$ cat config.mk
export PLATFORM = sky130hd
export DESIGN_NAME = data_rdbuf
export DESIGN_NICKNAME = d
export VERILOG_FILES = /design/src/rtl/data_rdbuf_pkg.sv /design/src/rtl/data_rdbuf_fifo.sv /design/src/rtl/data_rdbuf.sv
export SDC_FILE = /design/constraint.sdc
export NUM_CORES = 1
export LEC_CHECK = 0
export BUFFER_PORTS_ARGS = -buffer_cell sky130_fd_sc_hd__clkbuf_2
export CAP_MARGIN = 20
export CORE_AREA = 10 10 166 168
export DETAILED_ROUTE_END_ITERATION = 8
export DIE_AREA = 0 0 176 178
export PLACE_DENSITY = 0.78
export SLEW_MARGIN = 10
export SYNTH_ARGS = -nofsm -noshare
export SYNTH_HDL_FRONTEND = slang
export SYNTH_SLANG_ARGS = --single-unit
export TNS_END_PERCENT = 100
$ cat constraint.sdc
create_clock -name clk -period 15.94 [get_ports clk]
set_input_delay 1.594 -clock clk [delete_from_list [all_inputs] [get_ports clk]]
set_output_delay 1.594 -clock clk [all_outputs]
set_load 0.02 [all_outputs]
$ cat src/rtl/data_rdbuf_pkg.sv
// Shared constants for the data read path: BRAM timing, word widths and
// the field layout of the input-shape configuration register.
package data_rdbuf_pkg;

    localparam int DEF_RD_LATENCY = 2;
    localparam int DEF_DATA_WIDTH = 32;
    localparam int DEF_REG_WIDTH  = 32;
    localparam int DEF_FIFO_DEPTH = 8;
    localparam int DEF_PTR_WIDTH  = 3;

    localparam int INSHAPE_W_MSB  = 7;
    localparam int INSHAPE_W_LSB  = 0;

    typedef logic [INSHAPE_W_MSB-INSHAPE_W_LSB:0] row_w_t;

endpackage

$ cat src/rtl/data_rdbuf_fifo.sv
// Show-ahead synchronous FIFO holding returned BRAM words; a write into a
// full FIFO without a simultaneous read is dropped.
module rdbuf_fifo
    import data_rdbuf_pkg::*;
#(
    parameter int DW    = DEF_DATA_WIDTH,
    parameter int DEPTH = DEF_FIFO_DEPTH,
    parameter int PW    = DEF_PTR_WIDTH
) (
    input  logic          clk,
    input  logic          rst,
    input  logic          clr_i,
    input  logic          wr_i,
    input  logic [DW-1:0] wdata_i,
    input  logic          rd_i,
    output logic [DW-1:0] rdata_o,
    output logic [PW:0]   count_o
);

    localparam logic [PW:0]   FULL_C  = (PW+1)'(DEPTH);
    localparam logic [PW:0]   CNT_ONE = (PW+1)'(1);
    localparam logic [PW-1:0] PTR_ONE = PW'(1);

    logic [DW-1:0] mem_q [DEPTH];
    logic [PW-1:0] wr_ptr_q, wr_ptr_d, rd_ptr_q, rd_ptr_d;
    logic [PW:0]   count_q, count_d;
    logic          do_wr_s, do_rd_s;

    always_comb begin
        do_rd_s  = rd_i & (count_q != '0);
        do_wr_s  = wr_i & ((count_q != FULL_C) | do_rd_s);
        wr_ptr_d = wr_ptr_q;
        rd_ptr_d = rd_ptr_q;
        count_d  = count_q;
        if (clr_i) begin
            wr_ptr_d = '0;
            rd_ptr_d = '0;
            count_d  = '0;
        end else begin
            if (do_wr_s) begin
                wr_ptr_d = wr_ptr_q + PTR_ONE;
            end else begin
                wr_ptr_d = wr_ptr_q;
            end
            if (do_rd_s) begin
                rd_ptr_d = rd_ptr_q + PTR_ONE;
            end else begin
                rd_ptr_d = rd_ptr_q;
            end
            case ({do_wr_s, do_rd_s})
                2'b10:   count_d = count_q + CNT_ONE;
                2'b01:   count_d = count_q - CNT_ONE;
                default: count_d = count_q;
            endcase
        end
    end

    // Storage is cleared on reset so the head word reads as zero when idle.
    always_ff @(posedge clk or posedge rst) begin
        if (rst) begin
            for (int i = 0; i < DEPTH; i++) begin
                mem_q[i] <= '0;
            end
            wr_ptr_q <= '0;
            rd_ptr_q <= '0;
            count_q  <= '0;
        end else begin
            if (!clr_i && do_wr_s) begin
                mem_q[wr_ptr_q] <= wdata_i;
            end
            wr_ptr_q <= wr_ptr_d;
            rd_ptr_q <= rd_ptr_d;
            count_q  <= count_d;
        end
    end

    assign rdata_o = mem_q[rd_ptr_q];
    assign count_o = count_q;

endmodule

$ cat src/rtl/data_rdbuf.sv
// Read-return buffer: tracks BRAM reads in flight, captures returned words,
// hands them to the PE array with row-end tagging and back-pressures the requester.
module data_rdbuf
    import data_rdbuf_pkg::*;
#(
    parameter int DATA_WIDTH = DEF_DATA_WIDTH,
    parameter int RD_LATENCY = DEF_RD_LATENCY,
    parameter int FIFO_DEPTH = DEF_FIFO_DEPTH,
    parameter int PTR_WIDTH  = DEF_PTR_WIDTH,
    parameter int REG_WIDTH  = DEF_REG_WIDTH
) (
    input  logic                  clk,
    input  logic                  rst,
    input  logic                  i_rden,
    input  logic [DATA_WIDTH-1:0] i_rddata,
    input  logic                  i_flush,
    input  logic [REG_WIDTH-1:0]  i_conf_inputshape,
    output logic                  o_stall,
    output logic [DATA_WIDTH-1:0] o_data,
    output logic                  o_vld,
    output logic                  o_last,
    input  logic                  i_ready,
    output logic [REG_WIDTH-1:0]  dbg_rdbuf_count,
    output logic                  dbg_rdbuf_ovf
);

    localparam logic [PTR_WIDTH+1:0] DEPTH_SUM = (PTR_WIDTH+2)'(FIFO_DEPTH);
    localparam logic [PTR_WIDTH:0]   FULL_C    = (PTR_WIDTH+1)'(FIFO_DEPTH);

    logic [RD_LATENCY-1:0]  pipe_q, pipe_d;
    logic [RD_LATENCY:0]    pipe_shift_s;
    logic                   push_s, pop_s;
    logic [PTR_WIDTH:0]     count_s, inflight_s;
    logic [PTR_WIDTH+1:0]   occ_sum_s;
    row_w_t                 row_w_s, row_w_m1_s, row_cnt_q, row_cnt_d;
    logic                   last_match_s;
    logic                   ovf_q, ovf_d;
    logic                   unused_shape_s;

    // Upper shape fields are consumed elsewhere in the datapath.
    assign unused_shape_s = ^i_conf_inputshape[REG_WIDTH-1:INSHAPE_W_MSB+1];

    assign push_s = pipe_q[RD_LATENCY-1];

    always_comb begin
        pipe_shift_s = {pipe_q, i_rden};
        if (i_flush) begin
            pipe_d = '0;
        end else begin
            pipe_d = pipe_shift_s[RD_LATENCY-1:0];
        end
        inflight_s = '0;
        for (int i = 0; i < RD_LATENCY; i++) begin
            inflight_s = inflight_s + {{PTR_WIDTH{1'b0}}, pipe_q[i]};
        end
    end

    rdbuf_fifo #(
        .DW    (DATA_WIDTH),
        .DEPTH (FIFO_DEPTH),
        .PW    (PTR_WIDTH)
    ) u_fifo (
        .clk     (clk),
        .rst     (rst),
        .clr_i   (i_flush),
        .wr_i    (push_s),
        .wdata_i (i_rddata),
        .rd_i    (pop_s),
        .rdata_o (o_data),
        .count_o (count_s)
    );

    // Stall counts reads already issued so every in-flight return has a slot.
    assign occ_sum_s = {1'b0, count_s} + {1'b0, inflight_s};
    assign o_stall   = (occ_sum_s >= DEPTH_SUM);
    assign o_vld     = (count_s != '0);
    assign pop_s     = o_vld & i_ready;

    always_comb begin
        row_w_s      = i_conf_inputshape[INSHAPE_W_MSB:INSHAPE_W_LSB];
        row_w_m1_s   = row_w_s - 8'd1;
        last_match_s = (row_w_s != 8'd0) && (row_cnt_q == row_w_m1_s);
        row_cnt_d    = row_cnt_q;
        if (i_flush || (row_w_s == 8'd0)) begin
            row_cnt_d = 8'd0;
        end else if (pop_s) begin
            if (last_match_s) begin
                row_cnt_d = 8'd0;
            end else begin
                row_cnt_d = row_cnt_q + 8'd1;
            end
        end else begin
            row_cnt_d = row_cnt_q;
        end
        if (push_s && !pop_s && !i_flush && (count_s == FULL_C)) begin
            ovf_d = 1'b1;
        end else begin
            ovf_d = ovf_q;
        end
    end

    always_ff @(posedge clk or posedge rst) begin
        if (rst) begin
            pipe_q    <= '0;
            row_cnt_q <= 8'd0;
            ovf_q     <= 1'b0;
        end else begin
            pipe_q    <= pipe_d;
            row_cnt_q <= row_cnt_d;
            ovf_q     <= ovf_d;
        end
    end

    assign o_last          = o_vld & last_match_s;
    assign dbg_rdbuf_count = {{(REG_WIDTH-PTR_WIDTH-1){1'b0}}, count_s};
    assign dbg_rdbuf_ovf   = ovf_q;

endmodule

==> results.json, run 1 <==
{
  "outcome": "finished, final reports clean",
  "skew_ps": 15.3,
  "setup.worst_path.start": "i_conf_inputshape[0]",
  "cts_resized": 0,
  "cp.arrival_ps": 3460,
  "dieHeight_um": 178,
  "grt_start_max_net_pins": 126,
  "yosys.area.top_type": "dfrtp_1",
  "timing.fmax_mhz": 198,
  "viasPerCell": 5.77,
  "path_common_cell": "clkbuf_2",
  "synth_most_common_cell": "mux2_2",
  "core_area_sq_um": 24100,
  "final_core_util_pct": 60.6,
  "overflow": 0,
  "drtIter0Drc": 470,
  "cts_tree": "built",
  "area_growth_pct": 11.2,
  "synthFlopType": "dfrtp_1",
  "chipWidth_um": 176,
  "worst_ep_required_time_ps": 14350,
  "cts_root_buf": "clkbuf_16",
  "cts.sinks": 277,
  "numCtsBuffers": 29,
  "ios": 137,
  "clk_latency_ps": 540,
  "synthTopCellsByArea": "dfrtp_1 (53%), mux2_2 (24%), mux4_2 (11%), buf_4 (2.3%), xnor2_1 (1.0%)",
  "setup_tns_ps": 0,
  "yosysUniqueCellTypes": 52,
  "first_global_vias": 7948,
  "placed_area_sq_um": 13700,
  "critical_path.startpoint_type": "primary input",
  "worst_slew_pin_slew_ps": 1110,
  "syn_inst": 850,
  "ir_worst_vdd_mv": 0.0853,
  "fin_crit_sh_pct": 31.7,
  "avgSynthCellArea_sq_um": 15.4,
  "stdcell_area_sq_um": 14600,
  "p_per_area_nw_per_um2": 126,
  "grt_pass1_wl_um": 42900,
  "n_fill_cell": 1868,
  "worstHoldStart": "dbg_rdbuf_ovf",
  "slowest_stage": "nor4_1",
  "crit_type": "primary input to output pin",
  "drc": 0,
  "setup_violations": 0,
  "cp-end-kind": "output pin",
  "dp_slack_ps": 10900,
  "io_buffers": 84,
  "crit_fanout": 9,
  "die-area_sq_um": 31300,
  "grt_setup_unrepaired": "no",
  "relSlewSlack_pct": 26.0,
  "crit_chain": "clkbuf_2 > inv_1 > ha_1 > xnor2_1 > a211o_1 > nor4_1 > o211ai_2 > nor2_1 > clkbuf_2",
  "cp_top_family": "compound AO/OA/AOI/OAI gates",
  "max_stage_delay_ps": 340,
  "synth_top_area_share_pct": 52.8,
  "power_leakage_nw": 6.94,
  "grt.total_usage_pct": 16.9,
  "hold_path_class": "flip-flop to flip-flop",
  "rr_startpoint": "u_fifo.count_o[1]",
  "htree_levels": 1,
  "drive_above_1_share_pct": 52.4,
  "layout_setup_ws_ps": 10890,
  "hold_buffers": 0,
  "synth_seq_cells": 277,
  "wl_per_cell_um": 20.6,
  "ant_nets": 0,
  "firstDrtPassIters": 5,
  "final_nets": 1007,
  "antenna_found_initial": 2,
  "whs_ps": 471,
  "clk_pin_slew_ps": 60,
  "row_count": 57,
  "hold_viol_final": 0,
  "place_congestion": 0.805,
  "ys_seq_area_share_pct": 52.8,
  "routed_wl_um": 26200,
  "dpl.hpwl_um": 15300,
  "async_flop_share_pct": 100,
  "clock_path_buffers": 3,
  "worst-path-buf-inv": 3,
  "synth_edf_count": 0,
  "vias": 7349,
  "finalCriticalPeriod_ps": 5050,
  "initial_utilization_pct": 54.5,
  "cts_setup_buffers": 0,
  "netlist_top_cells_count": "mux2_2 (279), dfrtp_1 (277), mux4_2 (64), buf_4 (40), nor2_1 (18)",
  "synth_area_sq_um": 13100,
  "yosysWarnings": 0,
  "drv_slew": 0,
  "maxCapViolCount": 0
}
[where the power goes]
group	internal [W]	total (W)	switching [W]
sequential	0.000747	0.000791	0.0000444
clock	0.000368	0.000630	0.000261
combinational	0.000199	0.000418	0.000219
[sequential cells by signal, indices dropped and copies added (netlist names)]
name	flops
u_fifo.mem_q	256
row_cnt_q	8
dbg_rdbuf_ovf	1
u_fifo.rd_ptr_q	3
pipe_q	2
u_fifo.wr_ptr_q	3
u_fifo.count_o	4
[worst min-delay path: stages, from the launching register on]
cell     delay (ps)
dfrtp_1         350
inv_1            40
o41ai_1          50
[through the flow]
stage	instances	power (W)
floorplan	877	0.00112
global placement	1220	0.00122
finish	1273	0.00184
CTS	1270	0.00186
detailed placement	1220	0.00123
global route	1273	0.00193
[layer usage]
| layer | share of wire [%] | GRT usage (%) | vias to the layer above |
|---|---|---|---|
| met2 | 49 | 28.1 | 142 |
| met4 | 2.1 | 3.96 | 2 |
| li1 | - | - | 3267 |
| met5 | 0.050 | 0 | - |
| met1 | 45 | 22.5 | 3895 |
| met3 | 4.2 | 3.15 | 43 |
[cell families (layout without fill, tap and decap cells)]
family                     count (synthesis)  count (layout)  share of synthesized area [%]
muxes                                    357             357                           36.1
DFF                                      277             277                           52.8
buffers and inverters                     90             161                           4.38
and+or+nand+nor                           70              70                           2.90
AOI/OAI and AO/OA                         25              25                           1.52
xor gates and xnor gates                  21              21                           1.40
adders and majority gates                  9               9                          0.915
other                                      1              29                         0.0286
[layout by cell type (no fill, tap or decap), types with 2 or more instances in the layout]
master | netlist | layout
a31oi_1 | 6 | 6
buf_4 | 40 | 11
clkbuf_1 | 9 | 11
clkbuf_16 | 0 | 29
clkbuf_2 | 0 | 84
clkbuf_8 | 0 | 4
clkinv_2 | 0 | 4
conb_1 | 1 | 28
dfrtp_1 | 277 | 274
dfrtp_4 | 0 | 2
ha_1 | 8 | 8
inv_1 | 14 | 13
mux2_1 | 9 | 9
mux2_2 | 279 | 279
mux2i_1 | 5 | 5
mux4_2 | 64 | 64
nand2_1 | 14 | 13
nand2_2 | 1 | 2
nand2b_1 | 2 | 2
nand3_1 | 8 | 7
nand4_1 | 2 | 2
nor2_1 | 18 | 18
nor2b_1 | 3 | 3
nor3_1 | 4 | 4
nor3b_1 | 3 | 3
nor3b_4 | 0 | 2
nor4_1 | 4 | 4
o21ai_0 | 4 | 4
o22ai_1 | 2 | 2
xnor2_1 | 15 | 15
xor2_1 | 6 | 6
[final cells by class]
class                      instances  area, sq um  area share (%)
antenna                            1         2.50          0.0171
clock buffer                      44          822            5.63
clock inverter                     6         58.8           0.403
inverter                          14         60.1           0.411
multi-input combinational        510         5760            39.4
sequential                       277         6940            47.5
tap                              324          405            2.78
timing repair buffer              97          551            3.77
[final timing paths]
kind                                      to  slack (ps)  cells after the start
max                                   o_last       10890                      9
min                            dbg_rdbuf_ovf         470                      2
max reg2reg                 u_fifo.mem_q[73]       13050                      7
min reg2reg                    dbg_rdbuf_ovf         470                      2
max in group asynchronous  u_fifo.mem_q[109]       12660                      5
min in group asynchronous       row_cnt_q[5]        1180                      2
(Power assumes the default switching activity.)
==> run 2: changes to the inputs <==
clock period = 4.85 ns   (was 15.94 ns; I/O delays follow)
==> run 2 against run 1 <==
Net effect: combinational power increased to 3.2 times the previous value; final cell count increased by 0.31%; critical endpoint is now o_data[24]; sequential power rose to 3.4 times the previous value; largest cell class unchanged; die area stayed put; sequential cell count stayed put; sequential share of layout area decreased by 0.38 points; worst setup slack got worse by 9500 ps; clock power rose to 3.6 times the previous value; non-clock buffer count increased by 3; via count down 1.2%.
==> results.json, run 2 (synthesis results as in run 1) <==
{
  "outcome": "finished, final reports clean",
  "relSlewSlack_pct": 27.5,
  "intPower_w": 0.00449,
  "cts_resized": 0,
  "area_growth_pct": 12.1,
  "hold_viol_final": 0,
  "p_seq_share_pct": 42.5,
  "row_count": 57,
  "dpl.hpwl_um": 15700,
  "drc": 0,
  "grt_start_max_net_pins": 174,
  "finalCriticalPeriod_ps": 3430,
  "numCtsBuffers": 29,
  "die-area_sq_um": 31300,
  "ir_worst_vdd_mv": 0.304,
  "clk_pin_slew_ps": 70,
  "core_area_sq_um": 24100,
  "place_congestion": 0.775,
  "first_global_vias": 7961,
  "drtIter0Drc": 375,
  "cp-end-kind": "output pin",
  "overflow": 0,
  "worst_slew_pin_slew_ps": 1080,
  "cts.sinks": 277,
  "clk_latency_ps": 550,
  "worst_ep_required_time_ps": 4370,
  "crit_type": "flip-flop to output pin",
  "chipWidth_um": 176,
  "rr_startpoint": "u_fifo.count_o[1]",
  "switchingPower_w": 0.00177,
  "ant_nets": 0,
  "setup_violations": 0,
  "maxCapViolCount": 0,
  "crit_fanout": 44,
  "p_per_area_nw_per_um2": 426,
  "initial_utilization_pct": 54.5,
  "drive_above_1_share_pct": 53.7,
  "hold_buffers": 0,
  "p_sw_share_pct": 28.3,
  "wl_per_cell_um": 20.7,
  "setup.worst_path.start": "u_fifo.rd_ptr_q[0]",
  "cts_setup_buffers": 0,
  "grt_pass1_wl_um": 43500,
  "dieHeight_um": 178,
  "routed_wl_um": 26400,
  "viasPerCell": 5.69,
  "io_buffers": 84,
  "fin_crit_sh_pct": 70.7,
  "cp.arrival_ps": 2940,
  "final_nets": 1010,
  "drv_slew": 0,
  "cts_tree": "built",
  "grt_setup_unrepaired": "no",
  "vias": 7264,
  "regMostFlops": "u_fifo.mem_q",
  "critical_path.startpoint_type": "flip-flop",
  "grt.total_usage_pct": 17.1,
  "final_cell_mix": "mux2_2 (279), dfrtp_1 (274), clkbuf_2 (84), mux4_2 (64), clkbuf_16 (29)",
  "setup_tns_ps": 0,
  "p_clk_share_pct": 36.5,
  "skew_ps": 20.2,
  "slowest_stage": "dfrtp_4",
  "power_w": 0.00627,
  "cts_root_buf": "clkbuf_16",
  "antenna_found_initial": 2,
  "combPwrFrac_pct": 21.1,
  "timing.fmax_mhz": 292,
  "stdcell_area_sq_um": 14700,
  "hold_path_class": "primary input to asynchronous set/reset pin",
  "crit_chain": "buf_4 > mux4_2 > mux2_2 > clkbuf_2",
  "largest_register_ffs": 256,
  "ios": 137,
  "firstDrtPassIters": 4,
  "placed_area_sq_um": 13700,
  "power_leakage_nw": 7.01,
  "htree_levels": 1,
  "layout_commonest_cell": "mux2_2",
  "clock_path_buffers": 3,
  "max_stage_delay_ps": 970
}
run 2: power groups by stage:
stage | combinational, W | sequential [W] | clock, W
global placement | 0.00132 | 0.00270 | 0
CTS | 0.00135 | 0.00267 | 0.00232
detailed placement | 0.00134 | 0.00271 | 0
global route | 0.00144 | 0.00269 | 0.00243
finish | 0.00132 | 0.00266 | 0.00229
floorplan | 0.00111 | 0.00256 | 0
run 2: final cells by class:
type / count / area [sq um]
diodes: 1 / 2.50
clock inverters: 12 / 145
repair buffers: 100 / 553
inverters: 14 / 56.3
well taps: 324 / 405
flip-flops and latches: 277 / 6940
multi-input cells: 510 / 5760
clock buffers: 39 / 853
fillers: 1884 / 9390
run 2: per-stage QoR:
stage	util, %	hold slack (ps)	instances	worst slack, ps
5_1_grt	61.0	184	1276	1270
3_3_place_gp	56.9	454	1225	1950
4_1_cts	61.0	153	1276	1350
3_5_place_dp	56.9	448	1225	1940
6_report	61.0	139	1277	1420
2_1_floorplan	-	452	877	700
run 2: metal layers:
metal	global-route usage [%]	part of all wire, %	vias up
met1	22.5	44	3844
met5	0	0.038	-
met4	3.67	1.7	2
met2	28.9	50	131
li1	-	-	3248
met3	3.49	4.4	39
run 2: final timing paths:
kind                                      to  slack, ps  cells past startpoint
max                               o_data[24]       1420                      4
min                             row_cnt_q[7]        140                      3
max reg2reg                 u_fifo.mem_q[90]       1940                      7
min reg2reg                    dbg_rdbuf_ovf        470                      2
max in group asynchronous  u_fifo.mem_q[251]       3520                      4
min in group clk                   pipe_q[0]        170                      2
run 2: worst max-delay path, delay by kind of cell (launching register included):
| family | cells | cell delay [ps] |
|---|---|---|
| DFF | 1 | 970 |
| buffers and inverters | 2 | 570 |
| muxes | 2 | 850 |
